## src/rtl/tea_serial_bridge.sv

```systemverilog
`default_nettype none
// ============================================================================
// Module   : tea_serial_bridge
// Purpose  : Host-side bridge between a narrow serial word port and the
//            parallel operand/result bus of the TEA cipher core. Operands are
//            loaded word by word, a cipher/decipher command starts the core,
//            results are captured on core completion and streamed back one
//            word at a time. A timeout aborts a core that never completes.
// Revision : 1.0 - initial release
// ============================================================================
module tea_serial_bridge #(
    parameter int WORD_SIZE = 128,
    parameter int N_IN      = 6,
    parameter int N_OUT     = 4,
    parameter int TIMEOUT   = 1024
) (
    input  logic                         clk,
    input  logic                         rst,
    input  logic [WORD_SIZE-1:0]         serial_port_in,
    input  logic                         iInValid,
    output logic                         oInReady,
    input  logic                         iStartCipher,
    input  logic                         iStartDecipher,
    output logic [WORD_SIZE-1:0]         serial_port_out,
    output logic                         oOutValid,
    input  logic                         iOutReady,
    output logic                         oDoneCipher,
    output logic                         oDoneDecipher,
    output logic                         oError,
    output logic                         oBusy,
    output logic [N_IN*WORD_SIZE-1:0]    oCoreIn,
    output logic                         oStartCipher,
    output logic                         oStartDecipher,
    input  logic [N_OUT*WORD_SIZE-1:0]   iCoreOut,
    input  logic                         iDoneCipher,
    input  logic                         iDoneDecipher
);

    localparam int IN_W  = $clog2(N_IN);
    localparam int OUT_W = (N_OUT > 1) ? $clog2(N_OUT) : 1;
    localparam int TMR_W = $clog2(TIMEOUT);

    localparam logic [IN_W-1:0]  c_IN_LAST  = IN_W'(N_IN - 1);
    localparam logic [OUT_W-1:0] c_OUT_LAST = OUT_W'(N_OUT - 1);
    localparam logic [TMR_W-1:0] c_TMR_LAST = TMR_W'(TIMEOUT - 1);

    typedef enum logic [1:0] {
        ST_LOAD   = 2'd0,
        ST_ARMED  = 2'd1,
        ST_WAIT   = 2'd2,
        ST_UNLOAD = 2'd3
    } state_t;

    state_t                      r_state;
    logic                        r_modeCipher;
    logic [IN_W-1:0]             r_inCount;
    logic [OUT_W-1:0]            r_outCount;
    logic [TMR_W-1:0]            r_timer;
    logic [N_IN*WORD_SIZE-1:0]   r_coreIn;
    logic [WORD_SIZE-1:0]        r_buf [N_OUT];
    logic [WORD_SIZE-1:0]        r_dataOut;
    logic                        r_startCipher;
    logic                        r_startDecipher;
    logic                        r_doneCipher;
    logic                        r_doneDecipher;
    logic                        r_error;

    logic [OUT_W-1:0]            w_nextOut;
    logic                        w_coreDone;

    assign w_nextOut  = r_outCount + OUT_W'(1);
    // Only the completion of the mode that was started counts.
    assign w_coreDone = r_modeCipher ? iDoneCipher : iDoneDecipher;

    assign oInReady        = (r_state == ST_LOAD);
    assign oOutValid       = (r_state == ST_UNLOAD);
    assign oBusy           = (r_state != ST_LOAD);
    assign serial_port_out = r_dataOut;
    assign oCoreIn         = r_coreIn;
    assign oStartCipher    = r_startCipher;
    assign oStartDecipher  = r_startDecipher;
    assign oDoneCipher     = r_doneCipher;
    assign oDoneDecipher   = r_doneDecipher;
    assign oError          = r_error;

    // Bridge sequencer: load operands, arm, wait for the core, stream results.
    always_ff @(posedge clk) begin
        if (rst) begin
            r_state         <= ST_LOAD;
            r_modeCipher    <= 1'b0;
            r_inCount       <= '0;
            r_outCount      <= '0;
            r_timer         <= '0;
            r_coreIn        <= '0;
            r_dataOut       <= '0;
            r_startCipher   <= 1'b0;
            r_startDecipher <= 1'b0;
            r_doneCipher    <= 1'b0;
            r_doneDecipher  <= 1'b0;
            r_error         <= 1'b0;
            for (int j = 0; j < N_OUT; j++) begin
                r_buf[j] <= '0;
            end
        end else begin
            // Start and done strobes are single-cycle pulses.
            r_startCipher   <= 1'b0;
            r_startDecipher <= 1'b0;
            r_doneCipher    <= 1'b0;
            r_doneDecipher  <= 1'b0;

            case (r_state)
                ST_LOAD: begin
                    if (iInValid) begin
                        for (int i = 0; i < N_IN; i++) begin
                            if (r_inCount == IN_W'(i)) begin
                                r_coreIn[i*WORD_SIZE +: WORD_SIZE] <= serial_port_in;
                            end
                        end
                        r_error <= 1'b0;
                        if (r_inCount == c_IN_LAST) begin
                            r_inCount <= '0;
                            r_state   <= ST_ARMED;
                        end else begin
                            r_inCount <= r_inCount + IN_W'(1);
                        end
                    end
                end

                ST_ARMED: begin
                    // Cipher takes priority when both commands arrive together.
                    if (iStartCipher) begin
                        r_modeCipher  <= 1'b1;
                        r_startCipher <= 1'b1;
                        r_timer       <= '0;
                        r_state       <= ST_WAIT;
                    end else if (iStartDecipher) begin
                        r_modeCipher    <= 1'b0;
                        r_startDecipher <= 1'b1;
                        r_timer         <= '0;
                        r_state         <= ST_WAIT;
                    end
                end

                ST_WAIT: begin
                    // Completion beats a timeout landing in the same cycle.
                    if (w_coreDone) begin
                        for (int j = 0; j < N_OUT; j++) begin
                            r_buf[j] <= iCoreOut[j*WORD_SIZE +: WORD_SIZE];
                        end
                        r_dataOut  <= iCoreOut[0 +: WORD_SIZE];
                        r_outCount <= '0;
                        r_state    <= ST_UNLOAD;
                    end else if (r_timer == c_TMR_LAST) begin
                        r_error <= 1'b1;
                        r_state <= ST_LOAD;
                    end else begin
                        r_timer <= r_timer + TMR_W'(1);
                    end
                end

                ST_UNLOAD: begin
                    if (iOutReady) begin
                        if (r_outCount == c_OUT_LAST) begin
                            r_outCount     <= '0;
                            r_state        <= ST_LOAD;
                            r_doneCipher   <= r_modeCipher;
                            r_doneDecipher <= ~r_modeCipher;
                        end else begin
                            r_outCount <= w_nextOut;
                            for (int j = 0; j < N_OUT; j++) begin
                                if (w_nextOut == OUT_W'(j)) begin
                                    r_dataOut <= r_buf[j];
                                end
                            end
                        end
                    end
                end

                default: begin
                    r_state <= ST_LOAD;
                end
            endcase
        end
    end

endmodule
`default_nettype wire

```

## config.mk

```make
export PLATFORM = sky130hd
export DESIGN_NAME = tea_serial_bridge
export DESIGN_NICKNAME = d
export VERILOG_FILES = /design/src/rtl/tea_serial_bridge.sv
export SDC_FILE = /design/constraint.sdc
export NUM_CORES = 2
export LEC_CHECK = 0
export ABC_AREA = 1
export CAP_MARGIN = 0
export CORE_AREA = 2 2 612 614
export CTS_CLUSTER_SIZE = 28
export DETAILED_ROUTE_END_ITERATION = 12
export DIE_AREA = 0 0 614 616
export SKIP_CTS_REPAIR_TIMING = 1
export SLEW_MARGIN = 20
export SYNTH_ARGS = -nofsm -noshare
export SYNTH_HDL_FRONTEND = slang
export SYNTH_SLANG_ARGS = --single-unit
```

## constraint.sdc

```tcl
create_clock -name clk -period 35.9 [get_ports clk]
set_input_delay 7.18 -clock clk [delete_from_list [all_inputs] [get_ports clk]]
set_output_delay 7.18 -clock clk [all_outputs]
set_load 0.1 [all_outputs]
```

After elaboration in Yosys (flattened, before gate mapping)

Memory sizes are Yosys's and may differ from the RTL's.
Cells that the tools add are included.

Flip-flop bits (word level): 919
Latch bits: 0
Bits in writable memories: 512
Bits in read-only memories: 0
Input bits: 648
Output and inout bits: 904
Word-level logic and storage cells: 125
Memories: 1

Add/sub/neg operators: 3
$mul: 0
Divide/modulo/power cells: 0
$lt $le $gt $ge: 0
Equal/unequal tests: 25
Shift operators: 0
Multiplexer cells: 46
Bitwise gates (word level): 9
Reduce and logical (&&, ||, !) cells: 24

Memory list:

| name  | words | bits a word | read ports | clocked after memory_dff | write ports | RTL line | RTL |
|---|---|---|---|---|---|---|---|
| r_buf | 4     | 128         | 4          | 0                        | 4           | 60       | `logic [WORD_SIZE-1:0] r_buf [N_OUT];` |

Operators with widths:

| kind                                           | count |
|---|---|
| two-way mux 128 bit                            | 11 |
| case mux 128 bit (2 select lines)              | 1 |
| two-way mux 10 bit                             | 4 |
| two-way mux 2 bit                              | 11 |
| AND reduction 3 bit                            | 7 |
| case mux 10 bit (2 select lines)               | 1 |
| two-way mux 1 bit                              | 14 |
| != test 2 bit (second input constant)          | 6 |
| adder 10 x 1 -> 10 bit (second input constant) | 1 |
| == test 10 bit (second input constant)         | 1 |
| == test 2 bit (second input constant)          | 5 |
| nonzero test 2 bit                             | 5 |
| case mux 2 bit (4 select lines)                | 1 |
| AND reduction 4 bit                            | 2 |
| == test 3 x 2 -> 1 bit (second input constant) | 2 |
| == test 3 bit (second input constant)          | 2 |
| != test 2 x 1 -> 1 bit (second input constant) | 3 |
| != test 3 bit (second input constant)          | 2 |
| AND reduction 6 bit                            | 1 |
| != test 5 x 1 -> 1 bit (second input constant) | 1 |
| NOT 1 bit                                      | 5 |
| AND reduction 5 bit                            | 1 |
| == test 2 x 1 -> 1 bit (second input constant) | 2 |
| zero test 2 bit                                | 2 |
| 12 further kinds                               | 16 |

Depth between registers and ports, before layout

Word-level depth: 9
Depth in mapped cells: 11
Depth with buffers taken out: 9

Worst setup path before layout

Ideal clock, no wire load.

Path type: input port to flip-flop
Start point: in rst
End point: mem r_buf[0][0], enable pin
Setup time: 3,644 ps
Arrival: 16,350 ps
Data required time: 32,256 ps
Setup slack: 15,906 ps
Stages on the path: 5
Path buffers: 3
Path through: clkinv_1 -> clkbuf_1 -> clkbuf_1 -> clkbuf_1 -> nand2_1

RTL lines:

| what            | RTL line | RTL |
|---|---|---|
| start, declared | 18       | `input logic rst,` |
| end, declared   | 60       |  |

==> results.cfg <==
[layout]
drive_gt1_frac = 0.0533
syn_to_final_growth_pct = 45.9
final_util = 0.223
final_nets = 8928

[synthesis]
yosys_most_used_dff = dfxtp_1
synth_common_cells = nor2_1 (2337), dfxtp_1 (919), o21ai_0 (766)
ys_types = 27
avgSynthCellArea_um2 = 8.17
syn-num-nets = 7601
synth_top_area_frac = 0.324
syn_inst = 6946
synthesis.area_um2 = 56700
ys_seq_area_frac = 0.595
synth.ff_latch_count = 1431
synth_warnings = 0
synth_area_leaders = dfxtp_1 (32%), edfxtp_1 (27%), nor2_1 (15%), o21ai_0 (6.8%), nand2_1 (4.5%)
synth-edff-count = 512
synth_top_cell_by_area = dfxtp_1
async_reset_ff_frac = 0
yosysMostFrequentCell = nor2_1

[clock_network]
numCtsBuffers = 172
cts_buffer_depth = 4
clk_latency_ps = 860
cts_root_buffer = clkbuf_16
clk_pin_slew_ps = 60
cts_tree = done
cts.sinks = 1431
h-tree-depth = 4

[route]
route.detailed.drc = 0
detail_route.wirelength_um = 298000
first_iter_violations = 4755
num_vias = 52926
ant_nets = 0
wl_per_cell_um = 22.2
drt_pre_antenna_iters = 6
vias_per_cell = 3.94

[worst_setup_path]
cp_slowest_cell = buf_4
required_ps = 36340
crit_type = input port to flop
cp.arrival_ps = 12560
cpPeakStageDelay_ps = 810
crit_top_cell = buf_4
critPathMaxFanout = 156
end_kind = flop
crit_chain = clkdlybuf4s50_1, nand2_1, nand2_1, nand2_2, nand2_8, buf_12, buf_4, buf_4, buf_4, buf_4
critPathLaunchType = input port

[timing]
rsz0062_at_grt = false
final_max_slew_viol_count = 0
skew_ps = 69.7
period_needed_ps = 12110
max_freq_ghz = 0.0825
tightest_slew_ps = 1200
period_share = 0.337
final-setup-viol-count = 0
fin_tns_setup_ps = 0
slew_headroom = 0.196
final_hold_viol_count = 0

[job]
maxCapViolCount = 0

[global_route]
grt_max_degree = 157
top_usage_layer = met2
grt_pass1_wl_um = 399000
use_met2 = 0.260
met1_usage = 0.170
grt-ovfl-total = 0
grtUsageTotal = 0.149
met3_usage = 0.0331
antenna_found_initial = 64
grt_pass1_vias = 48762

[power]
powerDensity_nw_per_um2 = 76.0
leakage_nw = 32.5
ir_drop_mv = 0.0438

[floorplan]
dieArea_um2 = 378000
die_y_um = 616
core_um2 = 371000
row_count = 224
start_util = 0.153
die_w_um = 614
pin_count = 1552

[placement]
dp_hpwl_um = 220000
port-buffer-count = 1551
gp_congestion = 0.873

[status]
run_status = finished clean

[hold_path]
hp-class = flop to flop
## registers in the layout (all words and copies together) (netlist names)
signal and count:
r_outCount 2, r_state 2, oDoneCipher 1, serial_port_out 128, oCoreIn 768, r_buf 512
r_inCount 3, oError 1, r_modeCipher 1, oStartDecipher 1, r_timer 10, oDoneDecipher 1
oStartCipher 1
## stage by stage
| step | area, µm² | instances | power, mW | hold WS (ps) | worst slack (ps) |
|---|---|---|---|---|---|
| final | 82800 | 13428 | 6.29 | 460 | 23790 |
| after global routing | 82700 | 13399 | 6.55 | 472 | 23540 |
| after CTS | 82600 | 13382 | 6.37 | 461 | 23630 |
| after detailed placement | 77000 | 13071 | 4.57 | 452 | 22720 |
| after global placement | 77000 | 13071 | 4.56 | 447 | 22760 |
| after floorplan | 56700 | 6946 | 3.81 | 420 | 15910 |
## critical path, delay by kind of cell
family	cells	cell delay [ps]
buffers and inverters	6	3840
and+or+nand+nor	4	1010
## cell usage in the layout, fill, tap and decap left out, drive strengths merged, types with 7 or more instances in the layout
cell type / count
buf: 149
ha: 7
o211ai: 128
clkinv: 47
o21ai: 776
nand2: 692
edfxtp: 512
nor2: 2339
clkinvlp: 10
clkdlybuf4s50: 1466
a21oi: 139
dfxtp: 919
nand3: 274
inv: 690
clkbuf: 239
diode: 46
bufinv: 7
## report_power, final
group | total, mW | switching (mW) | internal (mW) | leakage (nW)
Sequential | 2.05 | 0.108 | 1.94 | 12.8
Combinational | 2.46 | 1.94 | 0.520 | 17.0
Clock | 1.78 | 0.771 | 1.01 | 2.74
## kinds of logic (layout without fill, tap and decap cells)
family,after synthesis,count (layout),share of synthesized area
simple gates,3317,3317,0.226
other cells,0,46,0
xor+xnor,1,1,0.000154
flops,1431,1431,0.595
buf+inv,1144,2608,0.0784
fa+ha+maj,7,7,0.00154
compound gates,1046,1046,0.0981
## layout make-up
class / instances / area (µm²)
Sequential cell: 1431 / 33800
Clock buffer: 236 / 4860
Inverter: 679 / 2600
Timing Repair Buffer: 1618 / 15800
Multi-Input combinational cell: 4371 / 18600
Antenna cell: 46 / 115
Tap cell: 4972 / 6220
Clock inverter: 75 / 774
Fill cell: 40948 / 289000
## per-layer routing
layer,routed length (µm),up-vias
li1,-,24677
met1,113000,25459
met2,148000,2244
met3,21300,532
met4,16100,14
met5,95,-
## final timing paths
path	start	endpoint	slack (ps)	cells past startpoint
setup / recovery	iDoneCipher	r_buf[1][37]$_SDFFCE_PN0P_	23790	10
hold / removal	oCoreIn[438]$_SDFFE_PP0P_	oCoreIn[438]$_SDFFE_PP0P_	460	2
setup reg to reg	r_state[1]$_SDFFE_PP0P_	r_buf[1][37]$_SDFFCE_PN0P_	29910	9
hold reg to reg	oCoreIn[438]$_SDFFE_PP0P_	oCoreIn[438]$_SDFFE_PP0P_	460	2
Power figures use the tool's default switching activity.
